### src/rtl/sat_addsub_arbiter.sv
// Round-robin arbiter that shares one 16-bit signed saturating add/sub unit
// between NREQ requesters and holds each result in a one-entry tagged response slot.
module sat_addsub_arbiter #(
    parameter int NREQ = 2,
    parameter int IDW  = 1
) (
    input  logic                 clk,
    input  logic                 rst_n,
    input  logic [NREQ-1:0]      req_valid,
    output logic [NREQ-1:0]      req_ready,
    input  logic [16*NREQ-1:0]   req_a,
    input  logic [16*NREQ-1:0]   req_b,
    input  logic [NREQ-1:0]      req_sub,
    output logic                 rsp_valid,
    input  logic                 rsp_ready,
    output logic [15:0]          rsp_sum,
    output logic                 rsp_ovfl,
    output logic [IDW-1:0]       rsp_id
);

    typedef enum logic [0:0] {
        EMPTY = 1'b0,
        FULL  = 1'b1
    } state_t;

    state_t          state_r;
    state_t          state_nxt_s;
    logic [IDW-1:0]  rr_ptr_r;
    logic [IDW-1:0]  rr_ptr_nxt_s;
    logic            can_accept_s;
    logic            grant_s;
    logic [NREQ-1:0] mask_hi_s;
    logic [NREQ-1:0] hi_s;
    logic [NREQ-1:0] cand_s;
    logic [IDW-1:0]  gnt_id_s;
    logic [NREQ-1:0] gnt_vec_s;
    logic [15:0]     a_s;
    logic [15:0]     b_s;
    logic            sub_s;
    logic [16:0]     res_s;
    logic [15:0]     sum_r;
    logic            ovfl_r;
    logic [IDW-1:0]  id_r;

    // Exact 17-bit A+B or A+~B+1; a sign mismatch between bits 16 and 15 means
    // the result left the 16-bit range, and bit 16 tells which rail to clamp to.
    function automatic logic [16:0] sat_addsub(input logic [15:0] a,
                                               input logic [15:0] b,
                                               input logic        sub);
        logic [15:0] b_op;
        logic [16:0] r;
        logic [16:0] res;
        b_op = sub ? ~b : b;
        r    = {a[15], a} + {b_op[15], b_op} + {16'h0000, sub};
        if (r[16] != r[15]) begin
            res = {1'b1, (r[16] ? 16'h8000 : 16'h7FFF)};
        end else begin
            res = {1'b0, r[15:0]};
        end
        return res;
    endfunction

    // Slot can take a new result when empty or when its current one drains this cycle.
    always_comb begin
        can_accept_s = (state_r == EMPTY) || (rsp_valid && rsp_ready);
    end

    // Round-robin pick: lowest valid index at or above rr_ptr, else lowest valid overall.
    always_comb begin
        mask_hi_s = {NREQ{1'b0}};
        for (int i = 0; i < NREQ; i++) begin
            mask_hi_s[i] = (i >= int'(rr_ptr_r));
        end
        hi_s     = req_valid & mask_hi_s;
        cand_s   = (|hi_s) ? hi_s : req_valid;
        gnt_id_s = {IDW{1'b0}};
        for (int i = NREQ - 1; i >= 0; i--) begin
            gnt_id_s = cand_s[i] ? IDW'(i) : gnt_id_s;
        end
    end

    // Grant is suppressed during reset and whenever the slot cannot take a result.
    always_comb begin
        grant_s   = rst_n && can_accept_s && (|req_valid);
        gnt_vec_s = {NREQ{1'b0}};
        for (int i = 0; i < NREQ; i++) begin
            gnt_vec_s[i] = grant_s && (gnt_id_s == IDW'(i));
        end
        req_ready = gnt_vec_s;
    end

    // Steer the winner's operands into the shared adder.
    always_comb begin
        a_s   = 16'h0000;
        b_s   = 16'h0000;
        sub_s = 1'b0;
        for (int i = 0; i < NREQ; i++) begin
            a_s   = (gnt_id_s == IDW'(i)) ? req_a[16*i +: 16] : a_s;
            b_s   = (gnt_id_s == IDW'(i)) ? req_b[16*i +: 16] : b_s;
            sub_s = (gnt_id_s == IDW'(i)) ? req_sub[i]        : sub_s;
        end
        res_s = sat_addsub(a_s, b_s, sub_s);
    end

    // Pointer moves just past the winner so it becomes lowest priority next round.
    always_comb begin
        if (gnt_id_s == IDW'(NREQ - 1)) begin
            rr_ptr_nxt_s = {IDW{1'b0}};
        end else begin
            rr_ptr_nxt_s = gnt_id_s + IDW'(1'b1);
        end
    end

    // Slot next-state: a grant always (re)fills; a drain without grant empties.
    always_comb begin
        state_nxt_s = state_r;
        case (state_r)
            EMPTY: begin
                if (grant_s) begin
                    state_nxt_s = FULL;
                end else begin
                    state_nxt_s = EMPTY;
                end
            end
            FULL: begin
                if (grant_s) begin
                    state_nxt_s = FULL;
                end else if (rsp_ready) begin
                    state_nxt_s = EMPTY;
                end else begin
                    state_nxt_s = FULL;
                end
            end
            default: begin
                state_nxt_s = EMPTY;
            end
        endcase
    end

    // Slot state register.
    always_ff @(posedge clk or negedge rst_n) begin
        if (!rst_n) begin
            state_r <= EMPTY;
        end else begin
            state_r <= state_nxt_s;
        end
    end

    // Response payload and arbitration pointer update only on a grant.
    always_ff @(posedge clk or negedge rst_n) begin
        if (!rst_n) begin
            sum_r    <= 16'h0000;
            ovfl_r   <= 1'b0;
            id_r     <= {IDW{1'b0}};
            rr_ptr_r <= {IDW{1'b0}};
        end else if (grant_s) begin
            sum_r    <= res_s[15:0];
            ovfl_r   <= res_s[16];
            id_r     <= gnt_id_s;
            rr_ptr_r <= rr_ptr_nxt_s;
        end
    end

    assign rsp_valid = (state_r == FULL);
    assign rsp_sum   = sum_r;
    assign rsp_ovfl  = ovfl_r;
    assign rsp_id    = id_r;

endmodule

### config.mk
export PLATFORM = sky130hd
export DESIGN_NAME = sat_addsub_arbiter
export DESIGN_NICKNAME = d
export VERILOG_FILES = /design/src/rtl/sat_addsub_arbiter.sv
export SDC_FILE = /design/constraint.sdc
export NUM_CORES = 1
export LEC_CHECK = 0
export CAP_MARGIN = 15
export CORE_ASPECT_RATIO = 0.7
export CORE_MARGIN = 10
export CORE_UTILIZATION = 35
export DETAILED_ROUTE_END_ITERATION = 10
export MAX_ROUTING_LAYER = met4
export PLACE_DENSITY = 0.75
export SLEW_MARGIN = 20
export SYNTH_ARGS = -nofsm -noshare
export SYNTH_HDL_FRONTEND = slang
export SYNTH_SLANG_ARGS = --single-unit
### constraint.sdc
create_clock -name clk -period 7.9 [get_ports clk]
set_clock_uncertainty 0.05 [all_clocks]
set_input_delay 1.58 -clock clk [delete_from_list [all_inputs] [get_ports clk]]
set_output_delay 1.58 -clock clk [all_outputs]
set_load 0.005 [all_outputs]
==> impl_metrics.env <==
export IMPL_n_antenna_cell=0
export IMPL_synth_enable_flop_cells=0
export IMPL_min_from="rsp_sum[12]"
export IMPL_reg2reg_depth=14
export IMPL_port_buffers=91
export IMPL_comb_power_share_pct=68.5
export IMPL_critPathKind="in2out"
export IMPL_top_layer="met4"
export IMPL_grt_max_degree=37
export IMPL_stdcell_count=436
export IMPL_gr_usage_all_layers_pct=12.4
export IMPL_fin_crit_sh_pct=74.6
export IMPL_routed_wl_um=6700
export IMPL_io_pins=92
export IMPL_ys_ff_latch=20
export IMPL_drive_gt1_share_pct=13.7
export IMPL_setup_viol=0
export IMPL_drc=0
export IMPL_seq_power_share_pct=22.9
export IMPL_cts_hold_buffers=0
export IMPL_drt_initial_drc_count=77
export IMPL_hold_class="reg2reg"
export IMPL_clkLatencyLatePin_ns=0.25
export IMPL_power_leakage_nw=1.41
export IMPL_vias=2249
export IMPL_path_max_fanout=36
export IMPL_min_period_ns=5.89
export IMPL_postCtsSetupBuffers=0
export IMPL_synth_fp_nets=347
export IMPL_synth_async_sr_flop_share_pct=100
export IMPL_slew_viol_final=0
export IMPL_cp_startpoint="rst_n"
export IMPL_clockBufferDepth=2
export IMPL_avgSynthCellArea_um2=9.13
export IMPL_fp_coreArea_um2=6660
export IMPL_start_util_pct=35.6
export IMPL_grt_pass1_wl_um=10700
export IMPL_dp_hpwl_um=5590
export IMPL_critical_path_required_ns=6.27
export IMPL_final_nets=431
export IMPL_cts_buffers=3
export IMPL_drv_cap=0
export IMPL_r2r_slack_ns=3.41
export IMPL_die_h_um=88.9
export IMPL_first_pass_iters=4
export IMPL_tns_ns=0
export IMPL_synth_cell_type_count=55
export IMPL_slew_headroom_pct=39.9
export IMPL_p_per_area_nw_per_um2=223
export IMPL_worstMarginPinSlew_ns=0.898
export IMPL_wl_met2_um=2990
export IMPL_postRouteAntennaNets=0
export IMPL_p_switching_uw=313
export IMPL_p_sw_share_pct=41.4
export IMPL_antenna_found_initial=0
export IMPL_yosys_warnings=0
export IMPL_status="finished clean"
export IMPL_row_count=25
export IMPL_design_area_um2=3380
export IMPL_post_drt_wl_per_cell_um=15.4
export IMPL_die_w_um=118
export IMPL_ctsResizeCount=0
export IMPL_dpl_cell_area_um2=3340
export IMPL_hold_viol=0
export IMPL_dp_cells=433
export IMPL_grt_pass1_vias=2175
export IMPL_syn_cell_area_um2=2370
export IMPL_min_path_cells=2
export IMPL_dr_wl_met3_um=243
export IMPL_syn_to_final_growth_pct=42.4
export IMPL_grt_overflow=0
export IMPL_cts_root_buf="clkbuf_8"
export IMPL_crit_path_end="req_ready[1]"
export IMPL_gp_congestion=0.823
export IMPL_synth_cells=260
export IMPL_internal_power_uw=443
export IMPL_crit_arrival_ns=4.26
export IMPL_synth_flop_cell="dfrtp_1"
export IMPL_path_clk_slew_ns=0.07
export IMPL_rsz0062_at_grt="false"
export IMPL_dieArea_um2=10500
export IMPL_cts_tree="built"
export IMPL_vdd_ir_drop_worst_mv=0.0813
export IMPL_p_clk_share_pct=8.7
export IMPL_timing_rr_start="rr_ptr_r"
export IMPL_start_kind="input port"
export IMPL_synth_seq_area_share_pct=21.1
export IMPL_critPathCaptureType="output pin"
export IMPL_htree_levels=1
export IMPL_fmax_mhz=170
export IMPL_route_layer_met1_wl_um=3430
export IMPL_cts_num_sinks=20
export IMPL_worst_r2r_endpoint="rsp_sum[1]"
export IMPL_vias_per_cell=5.16
worst max-delay path, stage by stage:
cell             delay, ns
clkdlybuf4s50_1       1.06
o21ai_0               0.28
nand2b_1              0.26
buf_4                 0.28
nor2_1                0.25
clkdlybuf4s50_1       0.55
sequential cells by signal, indices dropped and copies added, names as in the netlist:
name       count
rr_ptr_r       1
rsp_sum       16
rsp_ovfl       1
rsp_id         1
rsp_valid      1
Yosys cell counts, types with 3 or more instances:
master,number,area (um^2)
o31ai_1,4,30.0
ha_1,15,188
xnor2_1,6,52.6
a21oi_1,16,80.1
nand2b_1,3,18.8
buf_6,4,45.0
clkbuf_1,7,26.3
o21ai_1,3,15.0
mux2_2,15,169
a21o_1,6,45.0
nand2_1,25,93.8
a21oi_2,3,26.3
inv_1,6,22.5
nor2_1,6,22.5
a32oi_1,4,35.0
xor2_1,19,166
dfrtp_1,20,500
mux2i_1,17,170
a31oi_1,10,62.6
o21ai_0,8,40.0
a221o_1,3,30.0
o31ai_2,12,150
nand3_1,6,30.0
how the worst min path moves through the flow:
stage and to:
3_5_place_dp rsp_sum[3], 6_report rsp_sum[12], 3_3_place_gp rsp_sum[3], 5_1_grt rsp_id, 2_1_floorplan rsp_sum[0], 4_1_cts rsp_id
placed cells by master (no fill, tap or decap), types with 4 or more instances in the layout:
| master | instances |
|---|---|
| a21o_1 | 6 |
| a21oi_1 | 16 |
| a31oi_1 | 10 |
| a32oi_1 | 4 |
| buf_4 | 4 |
| clkdlybuf4s50_1 | 91 |
| dfrtp_1 | 20 |
| ha_1 | 15 |
| inv_1 | 6 |
| mux2_2 | 15 |
| mux2i_1 | 16 |
| nand2_1 | 25 |
| nand3_1 | 6 |
| nor2_1 | 6 |
| o21ai_0 | 8 |
| o31ai_1 | 4 |
| o31ai_2 | 12 |
| xnor2_1 | 6 |
| xor2_1 | 19 |
power by group through the flow:
stage / Sequential, mW / Clock [mW] / Combinational (mW)
3_3_place_gp: 0.174 / 0 / 0.510
3_5_place_dp: 0.175 / 0 / 0.520
6_report: 0.173 / 0.0654 / 0.518
5_1_grt: 0.179 / 0.0716 / 0.569
4_1_cts: 0.174 / 0.0669 / 0.522
2_1_floorplan: 0.173 / 0 / 0.340
metrics by stage:
step	util [%]	worst slack [ns]	hold WS, ns	power (mW)
after floorplan	-	3.02	0.423	0.514
after global placement	50.1	1.88	0.421	0.684
after detailed placement	50.1	1.75	0.424	0.695
after CTS	50.7	1.89	0.440	0.763
after global routing	50.7	1.68	0.449	0.820
final	50.7	2.01	0.433	0.756
cell type report:
| cell class | instances | area [um^2] |
|---|---|---|
| clock buffer | 3 | 41.3 |
| multi-input combinational | 218 | 1760 |
| timing repair buffer | 95 | 941 |
| tap | 94 | 118 |
| inverter | 6 | 22.5 |
| fill | 663 | 3280 |
| sequential | 20 | 500 |
cells by family (layout without fill, tap and decap cells):
logic type | after synthesis | after routing | share of synthesized area (%)
fa+ha+maj | 16 | 16 | 8.75
xor+xnor | 25 | 25 | 9.23
mux | 32 | 32 | 14.3
flops | 20 | 20 | 21.1
compound gates | 86 | 86 | 28.2
buf+inv | 22 | 104 | 5.01
simple gates | 59 | 59 | 13.4
metal layers:
metal / global-route usage [%] / vias up
li1: - / 1145
met1: 16.9 / 1032
met2: 19.3 / 70
met3: 2.08 / 2
met4: 1.99 / 0
met5: - / -
No activity file was read; power rests on OpenSTA's default activity.
